### src/rtl/stage_handshake_buffer_if.sv
// ============================================================================
// Module   : stage_handshake_buffer_if
// Brief    : One valid/ready link between two pipeline stages.
// Revision : 1.0
// ============================================================================
`default_nettype none

interface stage_handshake_buffer_if #(
   parameter int DATA_W = 32
);
   logic              valid;
   logic              ready;
   logic [DATA_W-1:0] data;

   modport master (
      output valid,
      output data,
      input  ready
   );

   modport slave (
      input  valid,
      input  data,
      output ready
   );
endinterface

`default_nettype wire

### src/rtl/stage_handshake_buffer.sv
// ============================================================================
// Module   : stage_handshake_buffer
// Brief    : DEPTH-entry in-order valid/ready stage buffer with optional
//            empty bypass and redirect flush.
// Revision : 1.0
// ============================================================================
`default_nettype none

module stage_handshake_buffer #(
   parameter int DATA_W = 32,
   parameter int DEPTH  = 2,
   parameter int BYPASS = 0
) (
   input  wire logic                   i_clock,
   input  wire logic                   i_reset,
   stage_handshake_buffer_if.slave     up,
   stage_handshake_buffer_if.master    dn,
   input  wire logic                   i_flush,
   output logic [$clog2(DEPTH):0]      o_count,
   output logic                        o_empty,
   output logic                        o_full
);

   localparam int c_PTR_W = $clog2(DEPTH);
   localparam int c_CNT_W = c_PTR_W + 1;
   localparam logic [c_PTR_W-1:0] c_PTR_ONE = {{(c_PTR_W-1){1'b0}}, 1'b1};
   localparam logic [c_CNT_W-1:0] c_CNT_ONE = {{(c_CNT_W-1){1'b0}}, 1'b1};
   localparam logic [c_CNT_W-1:0] c_CNT_MAX = c_CNT_W'(DEPTH);

   logic [DATA_W-1:0]  r_mem [DEPTH];
   logic [c_PTR_W-1:0] r_wr_ptr;
   logic [c_PTR_W-1:0] r_rd_ptr;
   logic [c_CNT_W-1:0] r_count;

   logic w_empty;
   logic w_full;
   logic w_byp_sel;
   logic w_bypass_fire;
   logic w_push;
   logic w_pop;

   assign w_empty = (r_count == '0);
   assign w_full  = (r_count == c_CNT_MAX);

   generate
      if (BYPASS != 0) begin : g_bypass
         assign w_byp_sel = w_empty;
      end else begin : g_registered
         assign w_byp_sel = 1'b0;
      end
   endgenerate

   // Ready is built from registered occupancy only, so no ready path crosses stages.
   assign up.ready = ~w_full & ~i_reset;

   assign w_bypass_fire = w_byp_sel & ~i_flush & up.valid & dn.ready;
   assign w_push        = up.valid & up.ready & ~i_flush & ~w_bypass_fire;
   assign w_pop         = ~w_empty & dn.ready & ~i_flush;

   assign dn.valid = ~i_flush & (~w_empty | (w_byp_sel & up.valid));
   assign dn.data  = w_byp_sel ? up.data : r_mem[r_rd_ptr];

   assign o_count = r_count;
   assign o_empty = w_empty;
   assign o_full  = w_full;

   always_ff @(posedge i_clock) begin
      if (i_reset || i_flush) begin
         r_wr_ptr <= '0;
         r_rd_ptr <= '0;
         r_count  <= '0;
      end else begin
         if (w_push) begin
            r_wr_ptr <= r_wr_ptr + c_PTR_ONE;
         end
         if (w_pop) begin
            r_rd_ptr <= r_rd_ptr + c_PTR_ONE;
         end
         if (w_push && !w_pop) begin
            r_count <= r_count + c_CNT_ONE;
         end else if (w_pop && !w_push) begin
            r_count <= r_count - c_CNT_ONE;
         end
      end
   end

   // Payload storage needs no reset; entries are only read once counted valid.
   always_ff @(posedge i_clock) begin
      if (w_push) begin
         r_mem[r_wr_ptr] <= up.data;
      end
   end

endmodule

`default_nettype wire
### src/flat_wrapper.sv
// flat-port wrapper written by rule: the top's interface ports become plain ports
module stage_handshake_buffer_flat 
#(
   parameter int DATA_W = 32,
   parameter int DEPTH  = 2,
   parameter int BYPASS = 0
)
  (i_clock, i_reset, i_flush, o_count, o_empty, o_full, up_valid, up_data, up_ready, dn_valid, dn_data, dn_ready);
  stage_handshake_buffer_if #(.DATA_W(DATA_W)) up_i ();
  stage_handshake_buffer_if #(.DATA_W(DATA_W)) dn_i ();
  input  wire logic i_clock;
  input  wire logic i_reset;
  input  wire logic i_flush;
  output logic [$clog2(DEPTH):0] o_count;
  output logic o_empty;
  output logic o_full;
  input wire logic [$bits(up_i.valid)-1:0] up_valid;
  input wire logic [$bits(up_i.data)-1:0] up_data;
  output wire logic [$bits(up_i.ready)-1:0] up_ready;
  output wire logic [$bits(dn_i.valid)-1:0] dn_valid;
  output wire logic [$bits(dn_i.data)-1:0] dn_data;
  input wire logic [$bits(dn_i.ready)-1:0] dn_ready;
  assign up_i.valid = up_valid;
  assign up_i.data = up_data;
  assign up_ready = up_i.ready;
  assign dn_valid = dn_i.valid;
  assign dn_data = dn_i.data;
  assign dn_i.ready = dn_ready;
  stage_handshake_buffer #(.DATA_W(DATA_W), .DEPTH(DEPTH), .BYPASS(BYPASS)) u_core (.i_clock(i_clock), .i_reset(i_reset), .up(up_i), .dn(dn_i), .i_flush(i_flush), .o_count(o_count), .o_empty(o_empty), .o_full(o_full));
endmodule
### config.mk
export PLATFORM = sky130hd
export DESIGN_NAME = stage_handshake_buffer_flat
export DESIGN_NICKNAME = d
export VERILOG_FILES = /design/src/rtl/stage_handshake_buffer_if.sv /design/src/rtl/stage_handshake_buffer.sv /design/src/flat_wrapper.sv
export SDC_FILE = /design/constraint.sdc
export NUM_CORES = 1
export LEC_CHECK = 0
export CAP_MARGIN = 25
export CORE_ASPECT_RATIO = 1.2
export CORE_MARGIN = 2
export CORE_UTILIZATION = 52
export CTS_BUF_LIST = sky130_fd_sc_hd__clkbuf_4 sky130_fd_sc_hd__clkbuf_8
export CTS_CLUSTER_DIAMETER = 200
export DETAILED_ROUTE_END_ITERATION = 12
export PLACE_DENSITY = 0.87
export SETUP_SLACK_MARGIN = 0.1
export SYNTH_ARGS = -nofsm -noshare
export SYNTH_HDL_FRONTEND = slang
export SYNTH_SLANG_ARGS = --single-unit
### constraint.sdc
create_clock -name i_clock -period 5.1 [get_ports i_clock]
set_input_delay 1.275 -clock i_clock [delete_from_list [all_inputs] [get_ports i_clock]]
set_output_delay 1.275 -clock i_clock [all_outputs]
set_load 0.005 [all_outputs]
==> results.cfg <==
[critical_path]
crit_fanout = 3
crit_start = i_flush
cpMostUsedCell = clkdlybuf4s50_1
cp_cell_sequence = clkdlybuf4s50_1 -> nor2_1 -> clkdlybuf4s50_1
crit_path_max_incr_delay_ps = 520
crit_required_ps = 3830
critPathKind = primary input to output pin
regToRegStartpoint = u_core.o_count[0]
critPathArrivalTime_ps = 2400
critical_path.slowest_cell = clkdlybuf4s50_1
end_kind = output pin
start_kind = primary input

[finish]
antenna_cells = 0
nNetsFinal = 254
drive_gt1_share_pct = 23.1
n_fill_cell = 249
syn2layout_area_growth_pct = 39.7
post-route-util_pct = 76.3

[logic_synthesis]
synth_top_area_share_pct = 75.5
synth.most_common_cell = edfxtp_1
syn_area_per_cell_sq_um = 19.3
synth_commonest_cells = edfxtp_1 (64), mux2_2 (30), nor2_1 (9)
synthMuxAreaShare_pct = 14.2
synth.area.top_cells = edfxtp_1 (75%), mux2_2 (13%), dfxtp_1 (3.9%)
yosysTopAreaCell = edfxtp_1
synth_flop_cell = edfxtp_1
synth-edff-count = 64
netlist_instances = 132
synth-async-reset-ratio_pct = 0
synth_fa_ha_area_share_pct = 0.491
synthSimpleGateAreaFrac_pct = 2.60
syn-num-nets = 170
ys_types = 18
synth_compound_area_share_pct = 1.08
synth_seq_area_share_pct = 79.4
synthXorXnorAreaFrac_pct = 1.03
synth_seq_cells = 69
synth_area_sq_um = 2550
synth_top_family_by_area = multiplexers
yosysWarningCount = 0

[clocking]
numCtsBuffers = 9
cts_hold_buf = 0
cts.repair.resized = 0
cts_max_path_buffers = 2
post_cts_buffers = 0
cts_sinks = 69
root_buffer = clkbuf_8
clk_latency_ps = 330
clkTransAtPathRegs_ps = 60
cts_tree = done
cts_htree_levels = 3

[detailed_routing]
viasPerCell = 5.06
wl_mm = 4.61
drt.antenna.violating_nets = 0
wl_per_cell_microns = 16.5
vias = 1412
route.detailed.drc = 0
drtIter0Drc = 77
first_pass_iters = 4

[min_path]
min_from = u_core.r_rd_ptr
hp-class = flop to flop

[floorplanning]
start_util_pct = 54.6
die_h_microns = 80.7
num_io_pins = 75
rows = 27
die_w_microns = 67.9
die_area_sq_um = 5470
core_sq_um = 4660

[sta]
fin_crit_sh_pct = 72.1
skew_ps = 4.14
worst_slew_pin_slew_ps = 590
finalSetupTns_ps = 0
setup_slack_ps = 1420
rsz0062_at_grt = no
slew_headroom_pct = 60.6
max_clock_freq_mhz = 272
hold_viol = 0
final_max_slew_viol_count = 0
fin_crit_ps = 3680
setup-violations-final = 0

[global_route]
grt_overflow = 0
grt_pass1_vias = 1548
grt_max_degree = 33
grt_first_pass_wirelength_mm = 7.03
grtUsageTotal_pct = 19.0
grt_antenna_before_repair = 0

[placed_design]
gp_congestion = 0.735
place_ws_ps = 1430
hpwl_mm = 3.29
io_buffers = 74

[power_and_ir_drop]
power_leakage_nw = 1.21
irDropWorstVdd_mv = 0.286
power.density_nw_per_um2 = 316

[run_status]
status = finished, final reports clean

[job]
maxCapViolations = 0
where the power goes:
group | internal, mW | switching (mW) | leakage (nW)
Clock | 0.233 | 0.180 | 0.0976
Sequential | 0.630 | 0.00367 | 0.622
Combinational | 0.0516 | 0.0266 | 0.491
state kept, by name, indices dropped and copies added, names as in the netlist, named ones only:
name,count
u_core.r_rd_ptr,1
u_core.r_wr_ptr,1
u_core.r_mem,64
u_core.o_count,2
kinds of logic (layout without fill, tap and decap cells):
family / Yosys count / after routing
muxes: 32 / 32
adders and majority gates: 1 / 1
buffers and inverters: 7 / 96
xor gates and xnor gates: 3 / 3
DFF: 69 / 69
and+or+nand+nor: 15 / 15
AOI/OAI and AO/OA: 5 / 5
worst paths after layout:
kind | to | slack [ps] | cells past startpoint
worst max-delay path | dn_valid | 1420 | 3
worst min-delay path | u_core.r_rd_ptr | 520 | 2
worst max register to register | u_core.r_mem[1][24] | 3050 | 4
worst min register to register | u_core.r_rd_ptr | 520 | 2
critical path, delay by kind of cell:
| family | cells | cell delay, ps |
|---|---|---|
| simple gates | 1 | 160 |
| buf+inv | 2 | 970 |
cell type report:
type / instances / area, sq um / area share [%]
Timing Repair Buffer: 77 / 763 / 21.5
Tap cell: 58 / 72.6 / 2.04
Multi-Input combinational cell: 56 / 498 / 14.0
Sequential cell: 69 / 2020 / 56.8
Clock buffer: 11 / 139 / 3.90
Inverter: 3 / 11.3 / 0.317
Clock inverter: 5 / 51.3 / 1.44
per-stage QoR:
stage          std cells  area [sq um]  power (mW)  hold WS (ps)
6_report             279          3560        1.13           520
4_1_cts              279          3560        1.14           520
2_1_floorplan        132          2550       0.666           472
3_5_place_dp         263          3370       0.725           504
5_1_grt              279          3560        1.17           568
3_3_place_gp         263          3370       0.720           490
cells in the final DEF, fill, tap and decap left out, drive strengths merged, types with 3 or more instances in the layout:
cell type | synthesis | layout
buf | 3 | 3
clkbuf | 1 | 11
clkdlybuf4s50 | 0 | 74
clkinv | 0 | 3
dfxtp | 5 | 5
edfxtp | 64 | 64
inv | 3 | 3
mux2 | 32 | 32
nor2 | 9 | 9
xor2 | 3 | 3
routing by layer:
layer | wire, microns | GRT usage (%) | part of all wire [%] | vias to the layer above
met1 | 1630 | 18.1 | 35 | 685
met3 | 220 | 4.62 | 4.8 | 9
met4 | 113 | 14.6 | 2.4 | 0
li1 | - | - | - | 665
met2 | 2650 | 33.9 | 57 | 53
met5 | 0 | 0 | 0 | -
Power figures use the tool's default switching activity.
